<file path="src/rtl/pipe_exe_muldiv_if.sv">
// rtl/pipe_exe_muldiv_if.sv - execute-stage mul/div operand and result bundle
interface pipe_exe_muldiv_if #(
    parameter int DATA_W = 32
);
    logic              start;
    logic [3:0]        func;
    logic [DATA_W-1:0] op_a;
    logic [DATA_W-1:0] op_b;
    logic              flush;
    logic              busy;
    logic              done;
    logic [DATA_W-1:0] hi_out;
    logic [DATA_W-1:0] lo_out;

    modport master (
        output start, func, op_a, op_b, flush,
        input  busy, done, hi_out, lo_out
    );

    modport slave (
        input  start, func, op_a, op_b, flush,
        output busy, done, hi_out, lo_out
    );
endinterface

</file>
<file path="src/rtl/pipe_exe_muldiv.sv">
// rtl/pipe_exe_muldiv.sv - iterative MULT/MULTU/DIV/DIVU unit producing HI/LO
module pipe_exe_muldiv #(
    parameter int DATA_W = 32
) (
    input  logic               clk,
    input  logic               rst,
    pipe_exe_muldiv_if.slave   bus
);
    localparam int CNT_W = $clog2(DATA_W);
    localparam logic [CNT_W-1:0] CNT_LAST = CNT_W'(DATA_W - 1);
    localparam logic [3:0] F_MULT  = 4'd1;
    localparam logic [3:0] F_MULTU = 4'd2;
    localparam logic [3:0] F_DIV   = 4'd3;
    localparam logic [3:0] F_DIVU  = 4'd4;

    typedef enum logic [1:0] {IDLE, CALC, DONE} state_t;

    state_t            state;
    logic [CNT_W-1:0]  cnt;
    logic [DATA_W-1:0] acc;
    logic [DATA_W-1:0] q;
    logic [DATA_W-1:0] mag_b;
    logic [DATA_W-1:0] raw_a;
    logic              is_div;
    logic              sign_a;
    logic              sign_b;
    logic [DATA_W-1:0] hi_q;
    logic [DATA_W-1:0] lo_q;

    logic valid_func;
    logic go;
    logic op_signed;

    assign valid_func = (bus.func >= F_MULT) && (bus.func <= F_DIVU);
    assign go         = bus.start & ~bus.flush & valid_func;
    assign op_signed  = (bus.func == F_MULT) || (bus.func == F_DIV);

    assign bus.busy   = ((state == IDLE) & go) | (state == CALC);
    assign bus.done   = (state == DONE) & ~bus.flush;
    assign bus.hi_out = hi_q;
    assign bus.lo_out = lo_q;

    // One iteration: multiply keeps {acc,q} as a right-shifting product,
    // divide keeps acc as partial remainder and shifts quotient bits into q.
    logic [DATA_W:0]     sum;
    logic [DATA_W:0]     shifted;
    logic [DATA_W:0]     diff;
    logic [DATA_W-1:0]   acc_nx;
    logic [DATA_W-1:0]   q_nx;
    logic [2*DATA_W-1:0] prod;
    logic [DATA_W-1:0]   res_hi;
    logic [DATA_W-1:0]   res_lo;

    always_comb begin
        sum     = {1'b0, acc} + (q[0] ? {1'b0, mag_b} : {(DATA_W+1){1'b0}});
        shifted = {acc, q[DATA_W-1]};
        diff    = shifted - {1'b0, mag_b};
        acc_nx  = sum[DATA_W:1];
        q_nx    = {sum[0], q[DATA_W-1:1]};
        if (is_div) begin
            if (!diff[DATA_W]) begin
                acc_nx = diff[DATA_W-1:0];
                q_nx   = {q[DATA_W-2:0], 1'b1};
            end else begin
                acc_nx = shifted[DATA_W-1:0];
                q_nx   = {q[DATA_W-2:0], 1'b0};
            end
        end
    end

    always_comb begin
        prod   = {acc_nx, q_nx};
        res_hi = prod[2*DATA_W-1:DATA_W];
        res_lo = prod[DATA_W-1:0];
        if (!is_div) begin
            if (sign_a ^ sign_b) begin
                prod   = -prod;
                res_hi = prod[2*DATA_W-1:DATA_W];
                res_lo = prod[DATA_W-1:0];
            end
        end else if (mag_b == '0) begin
            res_hi = raw_a;
            res_lo = '1;
        end else begin
            res_lo = (sign_a ^ sign_b) ? -q_nx : q_nx;
            res_hi = sign_a ? -acc_nx : acc_nx;
        end
    end

    always_ff @(posedge clk or posedge rst) begin
        if (rst) begin
            state  <= IDLE;
            cnt    <= '0;
            acc    <= '0;
            q      <= '0;
            mag_b  <= '0;
            raw_a  <= '0;
            is_div <= 1'b0;
            sign_a <= 1'b0;
            sign_b <= 1'b0;
            hi_q   <= '0;
            lo_q   <= '0;
        end else begin
            case (state)
                IDLE: begin
                    if (go) begin
                        state  <= CALC;
                        cnt    <= '0;
                        acc    <= '0;
                        q      <= (op_signed && bus.op_a[DATA_W-1]) ? -bus.op_a : bus.op_a;
                        mag_b  <= (op_signed && bus.op_b[DATA_W-1]) ? -bus.op_b : bus.op_b;
                        raw_a  <= bus.op_a;
                        is_div <= (bus.func == F_DIV) || (bus.func == F_DIVU);
                        sign_a <= op_signed & bus.op_a[DATA_W-1];
                        sign_b <= op_signed & bus.op_b[DATA_W-1];
                    end
                end
                CALC: begin
                    if (bus.flush) begin
                        state <= IDLE;
                    end else begin
                        acc <= acc_nx;
                        q   <= q_nx;
                        cnt <= cnt + CNT_W'(1);
                        if (cnt == CNT_LAST) begin
                            state <= DONE;
                            hi_q  <= res_hi;
                            lo_q  <= res_lo;
                        end
                    end
                end
                DONE: begin
                    state <= IDLE;
                end
                default: begin
                    state <= IDLE;
                end
            endcase
        end
    end
endmodule

</file>
<file path="src/flat_wrapper.sv">
// flat-port wrapper written by rule: the top's interface ports become plain ports
module pipe_exe_muldiv_flat 
#(
    parameter int DATA_W = 32
)
  (clk, rst, bus_start, bus_func, bus_op_a, bus_op_b, bus_flush, bus_busy, bus_done, bus_hi_out, bus_lo_out);
  pipe_exe_muldiv_if #(.DATA_W(DATA_W)) bus_i ();
  input  logic clk;
  input  logic rst;
  input wire logic [$bits(bus_i.start)-1:0] bus_start;
  input wire logic [$bits(bus_i.func)-1:0] bus_func;
  input wire logic [$bits(bus_i.op_a)-1:0] bus_op_a;
  input wire logic [$bits(bus_i.op_b)-1:0] bus_op_b;
  input wire logic [$bits(bus_i.flush)-1:0] bus_flush;
  output wire logic [$bits(bus_i.busy)-1:0] bus_busy;
  output wire logic [$bits(bus_i.done)-1:0] bus_done;
  output wire logic [$bits(bus_i.hi_out)-1:0] bus_hi_out;
  output wire logic [$bits(bus_i.lo_out)-1:0] bus_lo_out;
  assign bus_i.start = bus_start;
  assign bus_i.func = bus_func;
  assign bus_i.op_a = bus_op_a;
  assign bus_i.op_b = bus_op_b;
  assign bus_i.flush = bus_flush;
  assign bus_busy = bus_i.busy;
  assign bus_done = bus_i.done;
  assign bus_hi_out = bus_i.hi_out;
  assign bus_lo_out = bus_i.lo_out;
  pipe_exe_muldiv #(.DATA_W(DATA_W)) u_core (.clk(clk), .rst(rst), .bus(bus_i));
endmodule
</file>
<file path="config.mk">
export PLATFORM = sky130hd
export DESIGN_NAME = pipe_exe_muldiv_flat
export DESIGN_NICKNAME = d
export VERILOG_FILES = /design/src/rtl/pipe_exe_muldiv_if.sv /design/src/rtl/pipe_exe_muldiv.sv /design/src/flat_wrapper.sv
export SDC_FILE = /design/constraint.sdc
export NUM_CORES = 1
export LEC_CHECK = 0
export CORE_UTILIZATION = 44
export DETAILED_ROUTE_END_ITERATION = 12
export MAX_ROUTING_LAYER = met4
export PLACE_DENSITY_LB_ADDON = 0.1
export SETUP_SLACK_MARGIN = 0.4
export SLEW_MARGIN = 0
export SYNTH_ARGS = -nofsm -noshare
export SYNTH_HDL_FRONTEND = slang
export SYNTH_SLANG_ARGS = --single-unit
</file>
<file path="constraint.sdc">
create_clock -name clk -period 6.85 [get_ports clk]
set_input_delay 1.0275 -clock clk [delete_from_list [all_inputs] [get_ports clk]]
set_output_delay 1.0275 -clock clk [all_outputs]
set_load 0.05 [all_outputs]
</file>
==> results.sh <==
export IMPL_run_status="complete, but fails checks"
export IMPL_violations="design-rule violations"
export IMPL_post_cts_setup_buffers=0
export IMPL_period_share_pct=83.7
export IMPL_num_rows=72
export IMPL_grt_pass1_vias=16200
export IMPL_cp_max_fo=9
export IMPL_num_antenna_cells=0
export IMPL_cts_clk_slew_worst_paths_ns=0.06
export IMPL_finalMaxSlewViolations=0
export IMPL_drcViolationCount=1
export IMPL_worstReg2RegStart="u_core.q[31]$_DFFE_PP0P_"
export IMPL_first_pass_iters=9
export IMPL_die_w_um=200
export IMPL_syn_area_mm2=0.0172
export IMPL_holdPathEnd="u_core.raw_a[31]$_DFFE_PP0P_"
export IMPL_syn2layout_area_growth_pct=15.2
export IMPL_holdPathStages=2
export IMPL_cts_root_buf="clkbuf_16"
export IMPL_die_area_mm2=0.0399
export IMPL_drive_above_1_share_pct=6.46
export IMPL_reg2reg_to="u_core.bus.hi_out[20]$_DFFE_PP0P_"
export IMPL_yosysWarnings=0
export IMPL_grt_setup_unrepaired="false"
export IMPL_grt_pass1_wl_mm=98.1
export IMPL_max_slew_margin_pct=21.3
export IMPL_min_from="u_core.raw_a[31]$_DFFE_PP0P_"
export IMPL_power_leakage_nw=8.69
export IMPL_core_region_area_mm2=0.0386
export IMPL_r2r_cells=20
export IMPL_mostFrequentLayoutCells="311 x nand2_1, 204 x o21ai_0, 202 x nor2_1"
export IMPL_ys_seq_elements=202
export IMPL_r2r_slack_ns=1.11
export IMPL_path_class="reg -> reg"
export IMPL_clock_sinks=202
export IMPL_required_ns=7.30
export IMPL_layout_commonest_cell="nand2_1"
export IMPL_overflow=0
export IMPL_setup_viol=0
export IMPL_drv_cap=0
export IMPL_seq_area_frac_synth_pct=29.4
export IMPL_wl_mm=64.3
export IMPL_ctsResizeCount=0
export IMPL_synth_area_per_cell_um2=7.82
export IMPL_power_mw=9.19
export IMPL_cts_buffer_depth=3
export IMPL_clock_latency_ns=0.58
export IMPL_die_y_um=200
export IMPL_drtIter0Drc=1504
export IMPL_finalCriticalPeriod_ns=5.74
export IMPL_final_hold_viol_count=0
export IMPL_cp_arrival_ns=6.18
export IMPL_hpwl_mm=48.3
export IMPL_final_util_pct=51.4
export IMPL_synth_nets=2344
export IMPL_cts_made_buffers=26
export IMPL_synth_flop_cell="dfrtp_1"
export IMPL_pin_count=138
export IMPL_critPathLaunchType="register"
export IMPL_end_kind="register"
export IMPL_via_per_inst=6.03
export IMPL_fin_setup_tns_ns=0
export IMPL_wl_per_cell_um=22.9
export IMPL_ir_drop_mv=0.227
export IMPL_pwr_density_cell_mw_per_mm2=464
export IMPL_portBuffers=137
export IMPL_fmax_mhz=174
export IMPL_antenna_found_initial=0
export IMPL_gr_usage_all_layers_pct=33.4
export IMPL_vias=16900
export IMPL_hold_path_class="reg -> reg"
export IMPL_worst_clock_skew_ns=0.0264
export IMPL_hold_buffers=0
export IMPL_globalplace_congestion=0.975
export IMPL_grt_max_degree=154
export IMPL_start_util_pct=44.6
export IMPL_synth_edff_count=0
export IMPL_cts_tree="yes"
export IMPL_layout_nets=2414
export IMPL_synthDistinctLibCells=106
export IMPL_async_flop_share_pct=100
export IMPL_cts_htree_levels=1
export IMPL_worst_pin_slew_ns=1.18
export IMPL_synth_cells=2200
export IMPL_postRouteAntennaNets=0
[worst max path at each step]
stage | slack [ns] | cells past startpoint | end | startpoint
after CTS | 1.21 | 20 | u_core.bus.hi_out[12]$_DFFE_PP0P_ | u_core.q[31]$_DFFE_PP0P_
after detailed placement | 1.21 | 20 | u_core.bus.hi_out[12]$_DFFE_PP0P_ | u_core.q[31]$_DFFE_PP0P_
after global placement | 1.43 | 20 | u_core.bus.hi_out[20]$_DFFE_PP0P_ | u_core.q[31]$_DFFE_PP0P_
final | 1.11 | 20 | u_core.bus.hi_out[20]$_DFFE_PP0P_ | u_core.q[31]$_DFFE_PP0P_
after global routing | 0.68 | 20 | u_core.bus.hi_out[20]$_DFFE_PP0P_ | u_core.q[31]$_DFFE_PP0P_
after floorplan | 2.21 | 18 | u_core.bus.hi_out[24]$_DFFE_PP0P_ | u_core.mag_b[0]$_DFFE_PP0P_
[flip-flops by register name, indices dropped and copies added (netlist names)]
signal and cells:
u_core.sign_b 1, u_core.acc 32, u_core.bus.hi_out 32, u_core.cnt 5, u_core.bus.lo_out 32, u_core.mag_b 32, u_core.raw_a 32, u_core.q 32
u_core.state 2, u_core.is_div 1, u_core.sign_a 1
[cell type report]
| type | count | area (um^2) |
|---|---|---|
| Clock buffer | 35 | 744 |
| Fill cell | 3863 | 18700 |
| Inverter | 64 | 244 |
| Timing Repair Buffer | 162 | 1570 |
| Multi-Input combinational cell | 1814 | 11400 |
| Tap cell | 518 | 648 |
| Sequential cell | 202 | 5060 |
| Clock inverter | 13 | 123 |
[layer usage]
metal / track usage (%) / wire length (um)
met5: - / 0
met2: 49.4 / 28100
met4: 11.3 / 2330
met1: 46.2 / 29200
met3: 5.30 / 4770
[power breakdown]
| group | switching [mW] | internal [mW] | total, mW |
|---|---|---|---|
| clock network | 0.606 | 0.806 | 1.41 |
| registers | 0.391 | 1.44 | 1.83 |
| logic | 3.86 | 2.09 | 5.95 |
| total | 4.85 | 4.34 | 9.19 |
[critical path, stage by stage (launching register included)]
cell and delay (ns):
dfrtp_1 0.39, inv_1 0.12, ha_1 0.23, fa_1 0.40, nand2b_1 0.20, a21oi_2 0.25, o2111ai_4 0.19, a31oi_2 0.34
nor4_1 0.20, a211oi_1 0.42, ha_1 0.29, nand3_1 0.16, nor3_1 0.23, buf_4 0.18, and3b_1 0.32, and2_1 0.28
nand3_1 0.46, o41ai_1 0.58, xnor2_1 0.12, a22oi_1 0.16, o21ai_1 0.09
[metrics by stage]
step	hold slack [ns]	setup WS, ns	instance area (um^2)	instances
detailed placement	0.465	1.21	18900	2760
floorplan	0.440	2.21	17200	2200
global placement	0.461	1.43	18900	2760
finish	0.479	1.11	19800	2808
CTS	0.480	1.21	19800	2808
global route	0.496	0.681	19800	2808
[Yosys cell counts (8+ instances only)]
library cell / instances / area [um^2]
and3_1: 13 / 81.3
a22oi_1: 10 / 75.1
o41ai_1: 9 / 78.8
nand3_1: 47 / 235
mux2i_1: 44 / 440
nor2b_1: 11 / 68.8
nor2_1: 205 / 769
o21ai_0: 204 / 1020
nand4_1: 22 / 138
clkbuf_1: 87 / 327
nor3_1: 47 / 235
a31oi_1: 38 / 238
a211o_1: 9 / 78.8
nor4_1: 20 / 125
inv_1: 63 / 236
a21o_1: 26 / 195
xor2_1: 92 / 806
xnor2_1: 92 / 806
or2_2: 10 / 62.6
o211ai_1: 12 / 90.1
a22o_1: 16 / 140
buf_1: 9 / 33.8
o31ai_1: 25 / 188
ha_1: 70 / 876
o21a_1: 8 / 60.1
or3_1: 18 / 113
nand2_1: 312 / 1170
o21ai_1: 13 / 65.1
nor3b_1: 8 / 60.1
and2_1: 50 / 313
buf_2: 17 / 85.1
nand2b_1: 16 / 100
a21oi_1: 179 / 896
dfrtp_1: 202 / 5050
a211oi_1: 19 / 143
[cells by family after synthesis]
family | after synthesis | share of synthesized area, %
flops | 202 | 29.4
xor+xnor | 184 | 9.37
fa+ha+maj | 72 | 5.33
simple gates | 829 | 23.0
compound gates | 681 | 25.6
buf+inv | 184 | 4.40
mux | 48 | 2.86
(Power assumes the default switching activity.)
